<file path="src/rtl/etapa_busqueda.sv">
// ============================================================================
// etapa_busqueda: instruction fetch stage with one outstanding memory request,
// an output register and a 1-entry skid buffer.  Rev 1.0
// ============================================================================
`timescale 1ns/1ps
`default_nettype none

module etapa_busqueda #(
    parameter int ANCHO_INSTR = 32,
    parameter int ANCHO_PC    = 16,
    parameter int PASO_PC     = 1,
    parameter int PC_INICIO   = 0
) (
    input  logic                   clk,
    input  logic                   reset,
    output logic                   mem_req,
    output logic [ANCHO_PC-1:0]    mem_dir,
    input  logic                   mem_listo,
    input  logic                   mem_ack,
    input  logic [ANCHO_INSTR-1:0] mem_dato,
    input  logic                   stall,
    input  logic                   salto_en,
    input  logic [ANCHO_PC-1:0]    salto_dir,
    output logic [ANCHO_INSTR-1:0] instr,
    output logic [4:0]             opcode,
    output logic                   instr_valida,
    output logic [ANCHO_PC-1:0]    pc_instr
);

    localparam logic [ANCHO_PC-1:0] PC_RESET = ANCHO_PC'(PC_INICIO);
    localparam logic [ANCHO_PC-1:0] PC_PASO  = ANCHO_PC'(PASO_PC);

    logic [ANCHO_PC-1:0]    pc_busq;
    logic                   pendiente;
    logic                   descartar;
    logic [ANCHO_PC-1:0]    tag_pend;
    logic                   b_valida;
    logic [ANCHO_INSTR-1:0] b_instr;
    logic [ANCHO_PC-1:0]    b_pc;

    logic acepta;
    logic consume;
    logic redirige;
    logic ack_ok;

    assign mem_req  = ~pendiente & ~b_valida & ~reset;
    assign mem_dir  = pc_busq;
    assign acepta   = mem_req & mem_listo;
    assign consume  = instr_valida & ~stall;
    assign redirige = consume & salto_en;
    assign ack_ok   = mem_ack & pendiente & ~descartar;
    assign opcode   = instr[ANCHO_INSTR-1 -: 5];

    always_ff @(posedge clk or posedge reset) begin
        if (reset) begin
            pc_busq      <= PC_RESET;
            pendiente    <= 1'b0;
            descartar    <= 1'b0;
            tag_pend     <= '0;
            b_valida     <= 1'b0;
            b_instr      <= '0;
            b_pc         <= '0;
            instr        <= '0;
            instr_valida <= 1'b0;
            pc_instr     <= '0;
        end else begin
            if (acepta) begin
                pendiente <= 1'b1;
                tag_pend  <= pc_busq;
                pc_busq   <= pc_busq + PC_PASO;
            end else if (mem_ack) begin
                pendiente <= 1'b0;
            end

            if (redirige) begin
                // A request accepted now or still in flight belongs to the old path.
                pc_busq      <= salto_dir;
                instr_valida <= 1'b0;
                b_valida     <= 1'b0;
                descartar    <= acepta | (pendiente & ~mem_ack);
            end else begin
                if (mem_ack & pendiente & descartar)
                    descartar <= 1'b0;

                if (consume) begin
                    if (b_valida) begin
                        instr    <= b_instr;
                        pc_instr <= b_pc;
                        b_valida <= ack_ok;
                        if (ack_ok) begin
                            b_instr <= mem_dato;
                            b_pc    <= tag_pend;
                        end
                    end else if (ack_ok) begin
                        instr    <= mem_dato;
                        pc_instr <= tag_pend;
                    end else begin
                        instr_valida <= 1'b0;
                    end
                end else if (ack_ok) begin
                    if (instr_valida) begin
                        b_instr  <= mem_dato;
                        b_pc     <= tag_pend;
                        b_valida <= 1'b1;
                    end else begin
                        instr        <= mem_dato;
                        pc_instr     <= tag_pend;
                        instr_valida <= 1'b1;
                    end
                end
            end
        end
    end

endmodule

`default_nettype wire

</file>
<file path="config.mk">
export PLATFORM = sky130hd
export DESIGN_NAME = etapa_busqueda
export DESIGN_NICKNAME = d
export VERILOG_FILES = /design/src/rtl/etapa_busqueda.sv
export SDC_FILE = /design/constraint.sdc
export NUM_CORES = 1
export LEC_CHECK = 0
export CORE_MARGIN = 2
export CORE_UTILIZATION = 40
export CTS_CLUSTER_DIAMETER = 200
export CTS_CLUSTER_SIZE = 40
export DETAILED_ROUTE_END_ITERATION = 16
export PLACE_DENSITY = 0.66
export SLEW_MARGIN = 15
export SYNTH_ARGS = -nofsm -noshare
export SYNTH_HDL_FRONTEND = slang
export SYNTH_SLANG_ARGS = --single-unit
</file>
<file path="constraint.sdc">
create_clock -name clk -period 5 [get_ports clk]
set_clock_uncertainty 0.05 [all_clocks]
set_input_delay 1 -clock clk [delete_from_list [all_inputs] [get_ports clk]]
set_output_delay 1 -clock clk [all_outputs]
set_load 0.1 [all_outputs]
</file>
==> load_flow_metrics.sql <==
INSERT INTO impl_metrics (metric_group, metric, value, unit) VALUES
('status', 'run_status', 'complete, no violations', ''),
('floorplan', 'die_area', '15250', 'um^2'),
('min_path', 'worstHoldPathType', 'reg -> reg', ''),
('sta', 'timing.final.setup_violations', '0', ''),
('sta', 'final_period_utilization', '0.6486', ''),
('yosys', 'ys_seq_elements', '132', ''),
('setup_path', 'worst_setup_path_end_kind', 'flop', ''),
('floorplan', 'io_pins', '125', ''),
('setup_path', 'crit_buf_inv', '1', ''),
('routing', 'drt_first_iter_violations', '235', ''),
('clock_network', 'cts_root_buf', 'clkbuf_16', ''),
('global_route', 'grt_pass1_vias', '4110', ''),
('clock_network', 'post_cts.repair.setup_buffers', '0', ''),
('setup_path', 'worstSetupStartpointType', 'primary input', ''),
('yosys', 'sequential_cell_area_fraction_in_the_yosys_report', '0.5782', ''),
('global_route', 'grt_antenna_before_repair', '0', ''),
('layout', 'p_r_area_growth_vs_syn', '34.69', '%'),
('layout', 'final_net_count', '678', ''),
('yosys', 'yosys_warning_total', '0', ''),
('global_route', 'largest_net_degree_at_the_start_of_global_routing', '97', ''),
('sta', 'finalWorstPathRequiredPeriod', '3.243', 'ns'),
('sta', 'rsz0062_at_grt', 'false', ''),
('setup_path', 'crit_chain', 'clkdlybuf4s50_1, or4b_1, or4_1, or3_1, nand3_1', ''),
('yosys', 'post_synth.cell_area_avg', '11.18', 'um^2'),
('global_route', 'grtUsageTotal', '0.1716', ''),
('sta', 'max_clock_freq', '0.3084', 'GHz'),
('global_route', 'global_route.overflow_total', '0', ''),
('sta', 'setup_ws', '1.757', 'ns'),
('setup_path', 'worst-path-max-fanout', '29', ''),
('setup_path', 'timing.setup.critical_path_class', 'in -> reg', ''),
('floorplan', 'die_height', '123.5', 'um'),
('clock_network', 'htreeDepth', '4', ''),
('routing', 'first_pass_iters', '4', ''),
('yosys', 'number_of_flops_mapped_to_enable_cells_by_yosys', '0', ''),
('floorplan', 'die_x', '123.5', 'um'),
('global_route', 'wire_length_of_the_first_global_routing_pass', '20130', 'um'),
('setup_path', 'cp_top_family', 'simple AND/OR/NAND/NOR gates', ''),
('routing', 'remaining_drc_errors', '0', ''),
('clock_network', 'cts_tree', 'built', ''),
('clock_network', 'clk_path_buf_depth', '2', ''),
('yosys', 'postSynthNetCount', '566', ''),
('floorplan', 'fp.coreArea', '13930', 'um^2'),
('setup_path', 'critical_path_s_slowest_cell', 'or4b_1', ''),
('clock_network', 'ctsHoldBuffers', '0', ''),
('clock_network', 'cts_num_sinks', '132', ''),
('layout', 'n_fill_cell', '1207', ''),
('yosys', 'synth_top_cell_area_share', '0.5782', ''),
('floorplan', 'initial_core_utilization', '0.4100', ''),
('flow_run', 'maxCapViolCount', '0', ''),
('yosys', 'yosys-top-cells-area', 'dfrtp_1 58%, mux2_2 9.5%, mux2i_1 8.8%, nand2_1 7.2%, o21ai_0 5.7%', ''),
('place', 'dpl.hpwl', '7988', 'um'),
('yosys', 'syn_inst', '511', ''),
('floorplan', 'floorplan.rows', '43', ''),
('layout', 'insertedDiodeCount', '0', ''),
('clock_network', 'post_cts_resize_count', '0', ''),
('clock_network', 'cts-buffers-inserted', '17', ''),
('routing', 'wl_per_cell', '14.87', 'um'),
('place', 'numPortBuffers', '124', ''),
('sta', 'maxSlewViolCount', '0', ''),
('setup_path', 'critical_path.max_stage_delay', '0.93', 'ns'),
('yosys', 'synth_async_sr_flop_share', '1.000', ''),
('routing', 'drt.antenna.violating_nets', '0', ''),
('place', 'gp_congestion', '0.8120', ''),
('yosys', 'synthDominantAreaCellType', 'dfrtp_1', ''),
('routing', 'detail_route.vias_per_cell', '5.074', ''),
('routing', 'num_vias', '4140', ''),
('sta', 'setup_tns', '0', 'ns'),
('sta', 'max-slew-margin-rel', '0.3085', ''),
('yosys', 'netlist-cell-type-count', '38', ''),
('setup_path', 'arr_time_crit_path', '3.54', 'ns'),
('routing', 'wl', '12130', 'um'),
('yosys', 'syn_std_cell_area', '5713', 'um^2'),
('yosys', 'synth_common_cells', '132 x dfrtp_1, 109 x nand2_1, 65 x o21ai_0, 50 x mux2i_1, 48 x mux2_2', ''),
('sta', 'tightestPinTransition', '1.034', 'ns'),
('yosys', 'most_instantiated_flip_flop_cell_in_the_synthesis_netlist', 'dfrtp_1', ''),
('place', 'post-place-ws', '1.364', 'ns'),
('clock_network', 'clk_transition_reported_paths', '0.06', 'ns'),
('yosys', 'post-synth-top-count-cell', 'dfrtp_1', ''),
('clock_network', 'worst_skew_pair.late_latency', '0.41', 'ns'),
('sta', 'hold_violations', '0', ''),
('setup_path', 'crit_required', '5.29', 'ns'),
('layout', 'layout-drive-gt1-share', '0.1431', '');
==> area by class of cell <==
cell class                      count  area, um^2  area share
Tap cell                          180       225.2     0.02927
Inverter                            5       23.77    0.003089
Timing Repair Buffer              128        1281      0.1665
Clock buffer                       21       480.5     0.06244
Sequential cell                   132        3303      0.4293
Multi-Input combinational cell    339        2257      0.2933
Clock inverter                     11       123.9     0.01610
==> worst reg2reg max path, stage by stage (launching register included) <==
cell and delay, ns:
dfrtp_1 0.46, or4b_1 0.97, or4_1 0.67, or3_1 0.32, nand3_1 0.08
==> layout by cell type (no fill, tap or decap), types with 6 or more instances in the layout <==
cell             instances
clkbuf_16               17
clkdlybuf4s50_1        123
clkinvlp_4               6
dfrtp_1                132
mux2_2                  48
mux2i_1                 50
nand2_1                109
nand3_1                  7
nand4_1                  8
o21ai_0                 65
==> flip-flops by register name, summed over array words and instances, names as in the netlist, 16 cells and up <==
name / flops
b_instr: 32
pc_instr: 16
instr: 32
b_pc: 16
tag_pend: 16
mem_dir: 16
==> through the flow <==
stage	instances	hold slack [ns]	cell area (um^2)	util
after global routing	816	0.4483	7695	0.5522
after floorplan	511	0.4142	5713	-
after detailed placement	784	0.4207	7088	0.5087
final	816	0.4268	7695	0.5522
after CTS	816	0.4334	7692	0.5520
after global placement	784	0.4106	7088	0.5087
==> cells by family after synthesis <==
group / after synthesis / share of synthesized area
AOI/OAI and AO/OA: 79 / 0.07424
adders and majority gates: 1 / 0.002190
DFF: 132 / 0.5782
xor gates and xnor gates: 10 / 0.01533
buffers and inverters: 40 / 0.03110
and+or+nand+nor: 151 / 0.1167
muxes: 98 / 0.1822
==> per-layer routing <==
layer / up-vias / track usage / routed length, um
met5: - / 0 / 0
li1: 1992 / - / -
met1: 1989 / 0.2398 / 5741
met4: 0 / 0.06889 / 167
met2: 143 / 0.2569 / 5422
met3: 16 / 0.04151 / 801
==> path summary, 6_finish.rpt <==
kind	start	endpoint	slack, ns	cells past startpoint
max	reset	mem_dir[11]	1.76	5
min	instr[5]	instr[5]	0.43	2
max reg2reg	b_valida	mem_dir[11]	2.38	4
min reg2reg	instr[5]	instr[5]	0.43	2
max in group asynchronous	reset	b_instr[31]	2.99	3
min in group asynchronous	reset	mem_dir[0]	1.17	2
Power is left out: the tool's default activity adds up to more than one toggle a clock period on the data nets, which glitch-free logic cannot reach.
